<file path="src/rtl/gpmc_sdram_bridge.sv">
// gpmc_sdram_bridge: GPMC register port to SDRAM controller bridge with
// write/read FIFOs, prefetch length and auto-incrementing SDRAM pointers.
module gpmc_sdram_bridge #(
    parameter int ADDR_WIDTH    = 4,
    parameter int DATA_WIDTH    = 16,
    parameter int SD_ADDR_WIDTH = 25,
    parameter int SD_DATA_WIDTH = 8,
    parameter int FIFO_DEPTH    = 16,
    parameter int ADDR_STRIDE   = 1
) (
    input  logic                     clk,
    input  logic                     rst,
    input  logic                     csn,
    input  logic                     wen,
    input  logic                     oen,
    input  logic [ADDR_WIDTH-1:0]    address,
    input  logic [DATA_WIDTH-1:0]    data_out,
    output logic [DATA_WIDTH-1:0]    data_in,
    output logic [SD_ADDR_WIDTH-1:0] sd_addr,
    output logic                     sd_wr_enable,
    output logic [SD_DATA_WIDTH-1:0] sd_wr_data,
    output logic                     sd_rd_enable,
    input  logic [SD_DATA_WIDTH-1:0] sd_rd_data,
    input  logic                     sd_rd_ready,
    input  logic                     sd_busy,
    input  logic                     sd_ack,
    output logic                     sd_rst
);
    localparam int FAW = $clog2(FIFO_DEPTH);
    localparam int CW  = FAW + 1;
    typedef logic [CW-1:0] cnt_t;
    localparam cnt_t DEPTH_C = cnt_t'(FIFO_DEPTH);
    localparam logic [SD_ADDR_WIDTH-1:0] STEP = SD_ADDR_WIDTH'(ADDR_STRIDE);

    localparam logic [ADDR_WIDTH-1:0] R_DATA = ADDR_WIDTH'(0);
    localparam logic [ADDR_WIDTH-1:0] R_ALO  = ADDR_WIDTH'(1);
    localparam logic [ADDR_WIDTH-1:0] R_AHI  = ADDR_WIDTH'(2);
    localparam logic [ADDR_WIDTH-1:0] R_CTRL = ADDR_WIDTH'(3);
    localparam logic [ADDR_WIDTH-1:0] R_LEN  = ADDR_WIDTH'(4);

    typedef enum logic [1:0] {IDLE, WR, RD, RD_WAIT} state_t;
    state_t state, state_nx;

    logic in_progress;
    logic decode, host_wr, host_rd;
    logic w_data, w_alo, w_ahi, w_ctrl, w_len, r_data;
    logic flush, clr_flags, addr_wr;

    // one decode per chip-select assertion
    assign decode  = !csn && !in_progress && (wen != oen);
    assign host_wr = decode && !wen;
    assign host_rd = decode && !oen;

    assign w_data    = host_wr && (address == R_DATA);
    assign w_alo     = host_wr && (address == R_ALO);
    assign w_ahi     = host_wr && (address == R_AHI);
    assign w_ctrl    = host_wr && (address == R_CTRL);
    assign w_len     = host_wr && (address == R_LEN);
    assign r_data    = host_rd && (address == R_DATA);
    assign flush     = w_ctrl && data_out[0];
    assign clr_flags = w_ctrl && data_out[1];
    assign addr_wr   = w_alo || w_ahi;

    logic [SD_DATA_WIDTH-1:0] wf_mem [FIFO_DEPTH];
    logic [SD_DATA_WIDTH-1:0] rf_mem [FIFO_DEPTH];
    logic [FAW-1:0] wf_wp, wf_rp, rf_wp, rf_rp;
    cnt_t wf_cnt, rf_cnt;
    logic wf_empty, wf_full, rf_empty, rf_full;
    logic wf_push, wf_pop, rf_push, rf_pop;

    assign wf_empty = (wf_cnt == '0);
    assign wf_full  = (wf_cnt == DEPTH_C);
    assign rf_empty = (rf_cnt == '0);
    assign rf_full  = (rf_cnt == DEPTH_C);

    logic [SD_ADDR_WIDTH-1:0] wr_ptr, rd_ptr;
    logic [31:0] wp_ext, rp_ext;
    logic [15:0] len;
    logic wr_ovf, rd_unf;
    logic req_addr_dirty, req_len_dirty, req_flushed;
    logic issue_wr, issue_rd, issue, wr_done, rd_done, rd_fill;
    logic discard;

    assign wp_ext  = 32'(wr_ptr);
    assign rp_ext  = 32'(rd_ptr);
    assign issue   = issue_wr || issue_rd;
    // a flush orphans the in-flight request: its pop/decrement/data are dropped
    assign discard = req_flushed || flush;
    assign wf_push = w_data && !wf_full;
    assign wf_pop  = wr_done && !discard;
    assign rf_push = rd_fill && !discard;
    assign rf_pop  = r_data && !rf_empty;

    always_ff @(posedge clk) begin
        if (rst) state <= IDLE;
        else     state <= state_nx;
    end

    always_comb begin
        state_nx     = state;
        sd_wr_enable = 1'b0;
        sd_rd_enable = 1'b0;
        issue_wr     = 1'b0;
        issue_rd     = 1'b0;
        wr_done      = 1'b0;
        rd_done      = 1'b0;
        rd_fill      = 1'b0;
        if (sd_rst) begin
            state_nx = IDLE;
        end else begin
            unique case (state)
                IDLE: begin
                    if (!sd_busy && !flush) begin
                        if (!wf_empty) begin
                            issue_wr = 1'b1;
                            state_nx = WR;
                        end else if (len != '0 && rf_cnt < DEPTH_C) begin
                            issue_rd = 1'b1;
                            state_nx = RD;
                        end
                    end
                end
                WR: begin
                    sd_wr_enable = 1'b1;
                    if (sd_ack) begin
                        wr_done  = 1'b1;
                        state_nx = IDLE;
                    end
                end
                RD: begin
                    sd_rd_enable = 1'b1;
                    if (sd_ack) begin
                        rd_done  = 1'b1;
                        state_nx = RD_WAIT;
                    end
                end
                RD_WAIT: begin
                    if (sd_rd_ready) begin
                        rd_fill  = 1'b1;
                        state_nx = IDLE;
                    end
                end
                default: state_nx = IDLE;
            endcase
        end
    end

    always_ff @(posedge clk) begin
        if (wf_push) wf_mem[wf_wp] <= data_out[SD_DATA_WIDTH-1:0];
        if (rf_push) rf_mem[rf_wp] <= sd_rd_data;
    end

    logic [DATA_WIDTH-1:0] rd_val;
    logic [15:0] status;
    logic [8:0] rc9;
    logic [7:0] rc_sat;
    logic busy;

    assign rc9    = 9'(rf_cnt);
    assign rc_sat = rc9[8] ? 8'hFF : rc9[7:0];
    assign busy   = (state != IDLE) || sd_busy || !wf_empty || (len != '0);
    assign status = {rc_sat, sd_rst, rd_unf, wr_ovf, busy,
                     rf_full, rf_empty, wf_full, wf_empty};

    always_comb begin
        rd_val = '0;
        case (address)
            R_DATA:  rd_val = rf_empty ? '0 : DATA_WIDTH'(rf_mem[rf_rp]);
            R_ALO:   rd_val = DATA_WIDTH'(wp_ext[15:0]);
            R_AHI:   rd_val = DATA_WIDTH'(wp_ext[31:16]);
            R_CTRL:  rd_val = DATA_WIDTH'(status);
            R_LEN:   rd_val = DATA_WIDTH'(len);
            default: rd_val = '0;
        endcase
    end

    always_ff @(posedge clk) begin
        if (rst) begin
            in_progress    <= 1'b0;
            data_in        <= '0;
            sd_addr        <= '0;
            sd_wr_data     <= '0;
            sd_rst         <= 1'b0;
            wf_wp          <= '0;
            wf_rp          <= '0;
            wf_cnt         <= '0;
            rf_wp          <= '0;
            rf_rp          <= '0;
            rf_cnt         <= '0;
            wr_ptr         <= '0;
            rd_ptr         <= '0;
            len            <= '0;
            wr_ovf         <= 1'b0;
            rd_unf         <= 1'b0;
            req_addr_dirty <= 1'b0;
            req_len_dirty  <= 1'b0;
            req_flushed    <= 1'b0;
        end else begin
            if (csn)         in_progress <= 1'b0;
            else if (decode) in_progress <= 1'b1;
            if (host_rd) data_in <= rd_val;
            if (w_ctrl)  sd_rst  <= data_out[3];

            if (flush) begin
                wf_wp  <= wf_rp;
                wf_cnt <= '0;
                rf_wp  <= rf_rp;
                rf_cnt <= '0;
            end else begin
                if (wf_push) wf_wp <= wf_wp + FAW'(1);
                if (wf_pop)  wf_rp <= wf_rp + FAW'(1);
                if (rf_push) rf_wp <= rf_wp + FAW'(1);
                if (rf_pop)  rf_rp <= rf_rp + FAW'(1);
                wf_cnt <= wf_cnt + cnt_t'(wf_push) - cnt_t'(wf_pop);
                rf_cnt <= rf_cnt + cnt_t'(rf_push) - cnt_t'(rf_pop);
            end

            if (clr_flags)              wr_ovf <= 1'b0;
            else if (w_data && wf_full) wr_ovf <= 1'b1;
            if (clr_flags)              rd_unf <= 1'b0;
            else if (r_data && rf_empty) rd_unf <= 1'b1;

            // host writes during a request only steer the next one
            if (issue) begin
                req_addr_dirty <= addr_wr;
                req_len_dirty  <= w_len;
                req_flushed    <= 1'b0;
            end else if (state == IDLE) begin
                req_addr_dirty <= 1'b0;
                req_len_dirty  <= 1'b0;
                req_flushed    <= 1'b0;
            end else begin
                if (addr_wr)         req_addr_dirty <= 1'b1;
                if (w_len || flush)  req_len_dirty  <= 1'b1;
                if (flush)           req_flushed    <= 1'b1;
            end

            if (issue_wr) begin
                sd_addr    <= wr_ptr;
                sd_wr_data <= wf_mem[wf_rp];
            end
            if (issue_rd) sd_addr <= rd_ptr;

            if (wr_done && !req_addr_dirty) wr_ptr <= wr_ptr + STEP;
            if (rd_done && !req_addr_dirty) rd_ptr <= rd_ptr + STEP;
            if (w_alo) begin
                wr_ptr <= SD_ADDR_WIDTH'({wp_ext[31:16], data_out[15:0]});
                rd_ptr <= SD_ADDR_WIDTH'({rp_ext[31:16], data_out[15:0]});
            end
            if (w_ahi) begin
                wr_ptr <= SD_ADDR_WIDTH'({data_out[15:0], wp_ext[15:0]});
                rd_ptr <= SD_ADDR_WIDTH'({data_out[15:0], rp_ext[15:0]});
            end

            if (flush)
                len <= '0;
            else if (w_len)
                len <= data_out[15:0];
            else if (rd_done && !req_len_dirty && len != '0)
                len <= len - 16'd1;
        end
    end
endmodule

</file>
<file path="config.mk">
export PLATFORM = sky130hd
export DESIGN_NAME = gpmc_sdram_bridge
export DESIGN_NICKNAME = d
export VERILOG_FILES = /design/src/rtl/gpmc_sdram_bridge.sv
export SDC_FILE = /design/constraint.sdc
export NUM_CORES = 1
export LEC_CHECK = 0
export CAP_MARGIN = 25
export CORE_MARGIN = 10
export CORE_UTILIZATION = 34
export CTS_BUF_LIST = sky130_fd_sc_hd__clkbuf_4
export CTS_CLUSTER_DIAMETER = 150
export DETAILED_ROUTE_END_ITERATION = 6
export GPL_TIMING_DRIVEN = 0
export PLACE_DENSITY = 0.53
export SKIP_LAST_GASP = 1
export SYNTH_ARGS = -nofsm -noshare
export SYNTH_HDL_FRONTEND = slang
export SYNTH_SLANG_ARGS = --single-unit
export TNS_END_PERCENT = 100
</file>
<file path="constraint.sdc">
create_clock -name clk -period 3.56 [get_ports clk]
set_input_delay 0.712 -clock clk [delete_from_list [all_inputs] [get_ports clk]]
set_output_delay 0.712 -clock clk [all_outputs]
set_load 0.03 [all_outputs]
</file>
Word-level counts from Yosys, hierarchy flattened
Memory sizes are Yosys's and may differ from the RTL's. A register that Yosys moved wholly into a read port is not among the register bits.
Index checks and enable logic that the tools add are counted.
{"block": "word_totals", "n_memories": 2, "input_bits": 36, "register_bits": 142, "mem_bits_rw": 256, "output_inout_bits": 52, "wordCells": 180}
{"block": "op_classes", "bitwise": 2, "eq_ne": 16, "addsub": 11, "mux": 56, "reduce_logical": 71, "n_lt_le_gt_ge": 1}
{"name": "rf_mem", "depth": 16, "width": 8, "rd": 1, "rd_clocked_by_memory_dff": 1, "wr": 1, "line_no": "65", "rtl": "logic [SD_DATA_WIDTH-1:0] rf_mem [FIFO_DEPTH];"}
{"name": "wf_mem", "depth": 16, "width": 8, "rd": 1, "rd_clocked_by_memory_dff": 1, "wr": 1, "line_no": "64", "rtl": "logic [SD_DATA_WIDTH-1:0] wf_mem [FIFO_DEPTH];"}
{"cell": "2-to-1 mux 25 bit", "count": 8}
{"cell": "one-hot mux 16 bit (5 select lines)", "count": 1}
{"cell": "adder 25 x 1 -> 25 bit, second input constant", "count": 2}
{"cell": "2-to-1 mux 16 bit", "count": 2}
{"cell": "2-to-1 mux 1 bit", "count": 31}
{"cell": "logical AND 1 bit", "count": 24}
{"cell": "2-to-1 mux 4 bit", "count": 6}
{"cell": "nonzero test 2 bit", "count": 9}
{"cell": "adder 4 x 1 -> 4 bit, second input constant", "count": 4}
{"cell": "nonzero test 16 bit", "count": 1}
{"cell": "subtractor 16 x 1 -> 16 bit, second input constant", "count": 1}
{"cell": "zero test 1 bit", "count": 12}
{"cell": "2-to-1 mux 2 bit", "count": 6}
{"cell": "AND reduction 2 bit", "count": 6}
{"cell": "adder 5 x 1 -> 5 bit", "count": 2}
{"cell": "equality test 5 bit, second input constant", "count": 2}
{"cell": "zero test 5 bit", "count": 2}
{"cell": "subtractor 5 x 1 -> 5 bit", "count": 2}
{"cell": "equality test 4 x 2 -> 1 bit, second input constant", "count": 2}
{"cell": "2-to-1 mux 8 bit", "count": 1}
{"cell": "!= test 2 bit, second input constant", "count": 4}
{"cell": "one-hot mux 2 bit (4 select lines)", "count": 1}
{"cell": "OR reduction 2 bit", "count": 4}
{"cell": "logical OR 1 bit", "count": 7}
{"cell": "14 further kinds", "count": 17}

Logic depth before layout (Yosys ltp)
{"block": "depth", "word_depth": 13, "ltp_mapped": 15, "ltp_nobuf": 14}

Least setup slack after synthesis
OpenSTA, ideal clock, no wires.
{"block": "synth_path", "path_type": "input to register", "start": "input address[1]", "end": "register wf_cnt[4]", "stages": 13, "setup_slack_ns": 0.069, "arrival_time_ns": 3.421, "path_buffers": 2, "cell_sequence": "buf_6 -> or4_1 -> buf_2 -> nor3b_4 -> inv_1 -> ha_1 -> inv_1 -> ha_1 -> fa_1 -> a21oi_1 -> nor2_1 -> or3_1 -> a21oi_1"}
{"block": "synth_between", "elab_chain_cells": 7, "elab_cells_between_ends": 12, "cone_classes": "add/sub (2); eq/ne (1); reduce/logical (9)"}
{"item": "from (decl)", "line_no": "16", "rtl": "input logic [ADDR_WIDTH-1:0] address,"}
{"item": "parallel branches: the longest is 7 deep, another holds adder 5 x 1 -> 5 bit"}
{"item": "to (signal assigned)", "line_no": "214", "rtl": "wf_cnt <= wf_cnt + cnt_t'(wf_push) - cnt_t'(wf_pop);"}
{"item": "to (decl)", "line_no": "67", "rtl": "cnt_t wf_cnt, rf_cnt;"}
Parallel ways; which one is timed is not known.
A chain may end at the register's enable or synchronous reset.

Worst setup path after layout
{"block": "layout_path", "start": "register state[0]", "end": "output sd_wr_enable"}
{"block": "layout_between", "elab_chain_cells": 3}
{"item": "from (decl)", "line_no": "42", "rtl": "state_t state, state_nx;"}
{"item": "from (signal assigned)", "line_no": "96", "rtl": "else state <= state_nx;"}
{"item": "equality test 2 x 1 -> 1 bit", "line_no": "111", "rtl": "unique case (state)"}
{"item": "2-to-1 mux 1 bit", "line_no": "111"}
{"item": "2-to-1 mux 1 bit", "line_no": "108", "rtl": "if (sd_rst) begin"}
{"item": "to (decl)", "line_no": "20", "rtl": "output logic sd_wr_enable,"}
Every way passes these cells.

==> run summary <==
Status -> finished with violations
Failing checks -> design-rule violations
Initial DRC count -> 1,133
Max_slew headroom -> 29.83%
Worst setup startpoint -> state[0]
EDFF count, synth -> 256
Syn Inst Count -> 1,496
Max Slew Vio Count -> 0
Fill cells -> 5,062
Arr. time, crit path -> 2.68 ns
CP peak stage delay -> 0.75 ns
Post-synth top area cell -> edfxtp_1
CTS tree -> done
Detailed placer's ending HPWL -> 38.18 mm
Most common cell after layout, fill and taps aside -> edfxtp_1
Starting Density -> 34.50%
Top cells by area, synth -> edfxtp_1 (42%), dfxtp_1 (17%), mux4_2 (7.8%)
Routed len/inst -> 22.08 um
Antenna violations before repair -> 2
Most frequent cells in the layout -> edfxtp_1 (256), clkbuf_4 (170), dfxtp_1 (154), nand2_1 (138), nor2_1 (125)
Post-layout util -> 40.74%
H-tree levels -> 3
Sequential area share after synthesis -> 59.17%
Area delta synth->final -> 18.10%
Worst-Margin Slew -> 1.038 ns
Final worst path period share -> 95.31%
Height of the die -> 251.4 um
Worst r2r src -> sd_rst
Hold Buf Count CTS -> 0
Worst min-delay path category -> reg -> reg
# setup viols final -> 0
CTS root buffer -> clkbuf_4
Top delay family on crit path -> buffers and inverters
Share of flip-flops with an asynchronous set or reset -> 0%
Clock Latency Late Sink -> 0.91 ns
Seq cells post-synth -> 410
Placed Instance Area -> 20,000 sq um
Pin count of the biggest net entering global routing -> 22
Clock slew at reported path FFs -> 0.07 ns
IO Count -> 88
Crit end category -> primary output
Grt total ovfl -> 0
DIE WIDTH -> 251.4 um
GRT Total Usage -> 17.05%
CP startpoint kind -> register
Drt via density -> 5.452
Avg Cell Area, Syn -> 12.17 sq um
CP Buf/Inv Count -> 2
Synth warn -> 0
First-pass GRT wire length -> 82.43 mm
Worst path cell trace -> clkbuf_1, nor3b_2, clkdlybuf4s50_1
Routed Antenna Nets -> 0
Vias in the first global route -> 13,440
Crit Path Class -> reg -> out
Drt drc -> 12
Core footprint -> 52,760 sq um
Max Clock Freq -> 294.7 MHz
CP Max Fanout -> 10
Multi-input gate area -> 6905 sq um
CTS Buffer Depth -> 3
Final min period -> 3.393 ns
Synthesized Nets -> 1,559
Vias post-DR -> 13,480
Synth Cell Area -> 18,200 sq um
Maximum VDD drop -> 0.2868 mV
Pwr dens -> 490.8 nW/um^2
Worst clock skew -> 0.1058 ns
Reg area -> 10,770 sq um
Unrepaired setup endpoints after global routing -> no
Leakage power -> 6.971 nW
IO Port Bufs -> 85
Share of layout cells above drive strength 1 -> 18.06%
CP Data Required Time -> 2.85 ns
Final wirelength -> 54.61 mm
Finished Cell Area -> 21,500 sq um
Final hold viol count -> 0
Hold wc startpoint -> sd_wr_data[2]
Slowest CP cell -> clkdlybuf4s50_1
Cell Rows -> 84
Die area -> 63,190 sq um
Max cap viols -> 0
Synth top area share -> 42.24%
DR pass1 iterations -> 7
Inserted Clock Buffers -> 110
Ys flop type -> edfxtp_1
Minimum hold slack -> 0.4556 ns
Unique masters post-synth -> 75
Routability congestion estimate -> 0.8863
Nets -> 1,769
CTS sink count -> 410
tightest hold or removal path, cell delays in order (launching register included):
cell and delay, ns:
dfxtp_1 0.31, nand2_1 0.05, a21oi_1 0.05
through the flow:
step	total power, mW	TNS [ns]	setup slack, ns	cells
6_report	10.55	0	0.1669	2473
5_1_grt	11.04	0	0.02703	2473
4_1_cts	10.67	-0.03980	-0.03980	2466
3_5_place_dp	6.463	-131.65	-1.270	2277
3_3_place_gp	6.448	-170.19	-1.448	2269
2_1_floorplan	5.991	0	0.06873	1496
worst paths after layout:
kind | to | slack, ns | depth (start not counted)
worst max-delay path | sd_wr_enable | 0.17 | 3
worst min-delay path | sd_wr_data[2] | 0.46 | 2
worst max register to register | rf_cnt[4] | 0.19 | 14
worst min register to register | sd_wr_data[2] | 0.46 | 2
repair_timing:
| item | CTS | global route |
|---|---|---|
| setup endpoints to repair | 5 | 4 |
| setup buffers | 0 | 1 |
| pin swaps | 0 | 0 |
| resized for setup | 6 | 5 |
routing by layer:
layer / track usage [%] / vias up / routed length, um
met1: 22.33 / 6630 / 24130
met3: 4.519 / 105 / 4061
met4: 6.544 / 0 / 1472
met5: 0 / - / 0
li1: - / 6227 / -
met2: 26.58 / 520 / 24940
cells in the mapped netlist (9+ instances only):
library cell,n
and4_1,9
xnor2_1,9
a31oi_1,9
ha_1,25
a311oi_1,31
dfxtp_1,154
nor2_1,125
buf_2,29
nand4_1,32
nor3_1,33
mux4_2,63
mux2i_1,14
xor2_1,36
a21oi_1,82
a22oi_1,29
edfxtp_1,256
and3_1,15
a21o_1,9
clkbuf_1,72
inv_1,32
o21ai_0,55
nor4_1,13
a222oi_1,9
nand2_1,139
and2_1,19
o22ai_1,11
a211oi_1,34
nand3_1,32
cells by family after synthesis:
| logic type | share of synthesized area (%) |
|---|---|
| multiplexers | 8.998 |
| buffers and inverters | 3.217 |
| AO/OA/AOI/OAI | 11.32 |
| AND/OR/NAND/NOR | 13.18 |
| adder cells (fa/ha/maj) | 1.939 |
| XOR/XNOR | 2.165 |
| flip-flops | 59.17 |
area by class of cell:
cell class                      count  area share (%)
Antenna cell                        2         0.02328
Buffer                            109           2.177
Clock buffer                      169           5.902
Clock inverter                     20          0.5763
Inverter                           32          0.5588
Multi-Input combinational cell    945           32.12
Sequential cell                   410           50.10
Tap cell                          688           4.005
Timing Repair Buffer               98           4.529
state kept, by name, summed over array words and instances, names as in the netlist, 2 cells and up, named ones only:
name        cells
wf_cnt          5
wf_rp           4
wf_wp           4
data_in        16
rf_mem        128
sd_wr_data      8
wf_mem        128
rf_wp           4
wr_ptr         25
len            16
rd_ptr         25
sd_addr        25
rf_rp           4
state           2
rf_cnt          5
power breakdown:
group	total (mW)	switching, mW	internal, mW
Clock	4.18	1.97	2.21
Combinational	1.18	0.757	0.425
Sequential	5.19	0.0641	5.12
Total	10.5	2.79	7.76
No activity file was read; power rests on OpenSTA's default activity.
==> edit: new RTL, same settings <==
One comparison of `wf_cnt` changes from == to >=.
--- a/src/rtl/gpmc_sdram_bridge.sv
+++ b/src/rtl/gpmc_sdram_bridge.sv
@@ -69,7 +69,7 @@
     logic wf_push, wf_pop, rf_push, rf_pop;
 
     assign wf_empty = (wf_cnt == '0);
-    assign wf_full  = (wf_cnt == DEPTH_C);
+    assign wf_full  = (wf_cnt >= DEPTH_C);
     assign rf_empty = (rf_cnt == '0);
     assign rf_full  = (rf_cnt == DEPTH_C);
 
Check against the original RTL: same outputs for any inputs over 4 cycles, from zero or initial values and one cycle with rst high; that may be too few to reach the edited logic, so the function may still have changed.
==> edit against the original RTL <==
  * Via count grew 0.73%
  * Combinational power grew 8%
  * Count of clock-buffer cells in the layout shrank 10
  * Clock power shrank 4%
  * Power shrank 0.48%
  * Setup slack lost 0.082 ns
  * Sequential share of layout area shrank 0.44 points
  * Sequential cell count is the same
  * Global-route usage grew 0.20 points
  * Final area grew 0.88%
  * Utilization shrank 0.36 points
  * Synthesized area grew 1.3%
  * Wire length grew 2.4%
  * Fmax shrank 2.4%
==> edit: results (changes against the original RTL) <==
** Layout
- The number of nets at the end of the flow was 1760 (-0.51%).
- Fillcell total :: 5085 (+0.45%)
- Layout cells sized above 1 :: 19.2% (+1.1 points)

** Synthesis
- Syn Nets :: 1554 (-0.32%)
- Most instantiated cells after synthesis :: edfxtp_1 (256), dfxtp_1 (154), nand2_1 (145)
- Portion of synthesized cell area occupied by the leading cell type :: 41.7% (-0.53 points)
- Yosys attributes the largest share of cell area to edfxtp_1 (42%), dfxtp_1 (17%), mux4_2 (7.7%).
- Number of synthesized flops with an enable pin :: 256 (unchanged)
- Fraction of registers with async set or reset after synthesis :: 0% (unchanged)
- The number of distinct standard cells referenced by the synthesized netlist was 84 (+12%).
- Share of synthesized area occupied by flip-flops and latches :: 58.4% (-0.75 points)

** Placed design
- Port bufs :: 84 (-1.2%)
- The routability congestion estimate from global placement came to 0.913 (+3.0%).
- The half-perimeter wire length after detailed placement is 39700 µm (+3.9%).
- The worst slack at placement was -0.808 ns (+0.462 ns).
- The standard cell area after detailed placement is 0.0203 mm² (+1.5%).

** Critical path
- The worst reg-to-reg path cell count came to 11 (-3).
- Stage delay of the slowest cell on the critical path :: 0.80 ns (+0.05 ns)
- Critical path's slowest cell :: clkdlybuf4s50_1
- The worst register-to-register path ends at wf_cnt[4].
- Startpoint of the lowest-slack register-to-register path :: in_progress
- Worst-case register-to-register setup slack :: 0.25 ns (+0.06 ns)

** Route
- Via Count :: 13581 (+0.73%)
- The per-cell routed wire length came to 22.6 µm (+2.5%).
- DR pass1 iterations :: 7 (unchanged)
- The violation count after the first detailed-route iteration came to 1086 (-4.1%).

** Min path
- Hold Path Depth :: 5 (+3)
- The worst hold path belongs to the class in -> reg.

** Pwr
- The highest ir drop seen on vdd is 0.000270 V (-5.8%).
- Switching power as a share of total power :: 26.8% (+0.37 points)
- The leakage power is 7.04 nW (+1.0%).

** Timing
- The worst setup skew after layout is 0.124 ns (+0.0181 ns).
- The time the worst path needs with I/O delays and setup came to 3.48 ns (+0.0825 ns).
- Worst rel slew slack :: 21.6% (-8.2 points)

** Clocking
- Worst-Skew Late Latency :: 0.90 ns
- CTS Root Buffer Type :: clkbuf_4
- CTS Buf Count :: 107 (-2.7%)

** Global routing
- The largest net degree at the start of global routing was 22 (unchanged).
- Global-route wire length before repair :: 83700 µm (+1.5%)
- Total GRT Usage :: 17.2% (+0.20 points)

** Outcome
- Outcome :: completed
[edit: cell types whose count changed after synthesis, sizes merged, moves of 5 or more]
cell,before,now
clkbuf,74,46
buf,35,54
nand4,32,15
xor2,36,23
a21oi,83,76
and2,19,13
nand2,140,146
and3,15,20
nand3,32,27
[edit: final cells by class]
cell class,count,share of cell area (%)
Inverter,33,0.571
Antenna cell,2,0.0231
Clock inverter,26,0.646
Multi-Input combinational cell,948,32.7
Timing Repair Buffer,97,4.63
Clock buffer,159,5.50
Buffer,100,2.20
Sequential cell,410,49.7
Tap cell,696,4.02
[edit: cell families after synthesis]
| group | after synthesis | synth area share, % |
|---|---|---|
| flip-flops | 410 | 58.4 |
| AO/OA/AOI/OAI | 327 | 12.4 |
| AND/OR/NAND/NOR | 473 | 13.4 |
| XOR/XNOR | 36 | 1.71 |
| buffers and inverters | 133 | 3.24 |
| adder cells (fa/ha/maj) | 27 | 1.91 |
| multiplexers | 85 | 8.97 |
[edit: worst min path at each step]
stage / startpoint / endpoint / slack, ns
floorplan: rd_ptr[24] / rd_ptr[24] / 0.48
global placement: sd_wr_data[3] / sd_wr_data[3] / 0.45
detailed placement: sd_wr_data[0] / sd_wr_data[0] / 0.46
CTS: address[1] / req_len_dirty / 0.33
global route: address[1] / req_len_dirty / 0.37
finish: address[1] / req_len_dirty / 0.42
[edit: repair_timing]
action,CTS,global route
pin swaps,0,2
gates resized for setup,1,3
hold buffers,0,0
setup buffers,0,1
setup endpoints to repair,2,2
[edit: power groups by stage]
| stage | Clock [mW] | Sequential, mW | Combinational (mW) |
|---|---|---|---|
| 2_1_floorplan | 0 | 5.37 | 0.692 |
| 3_3_place_gp | 0 | 5.29 | 1.25 |
| 3_5_place_dp | 0 | 5.29 | 1.27 |
| 4_1_cts | 4.14 | 5.19 | 1.28 |
| 5_1_grt | 4.40 | 5.20 | 1.39 |
| 6_report | 4.03 | 5.19 | 1.28 |
[edit: critical path, delay by kind of cell, from the launching register on]
kind	cells	cell delay [ns]
flip-flops	1	0.34
buffers and inverters	2	1.01
AND/OR/NAND/NOR	1	0.56
[edit: metrics by stage]
stage / total power, mW / instances / util [%] / setup TNS (ns)
6_report: 10.5 / 2471 / 40.4 / 0
5_1_grt: 11.0 / 2471 / 40.4 / 0
4_1_cts: 10.6 / 2467 / 40.3 / 0
3_5_place_dp: 6.57 / 2282 / 37.8 / -41.83
3_3_place_gp: 6.54 / 2271 / 37.5 / -75.76
2_1_floorplan: 6.06 / 1491 / - / 0
[edit: routing by layer]
layer	up-vias	track usage, %	share of wire [%]	routed length [µm]
li1	6236	-	-	-
met1	6692	22.6	44	24400
met2	528	26.7	45	25400
met3	125	4.38	7.4	4150
met4	0	7.23	3.4	1920
met5	-	0	0	0
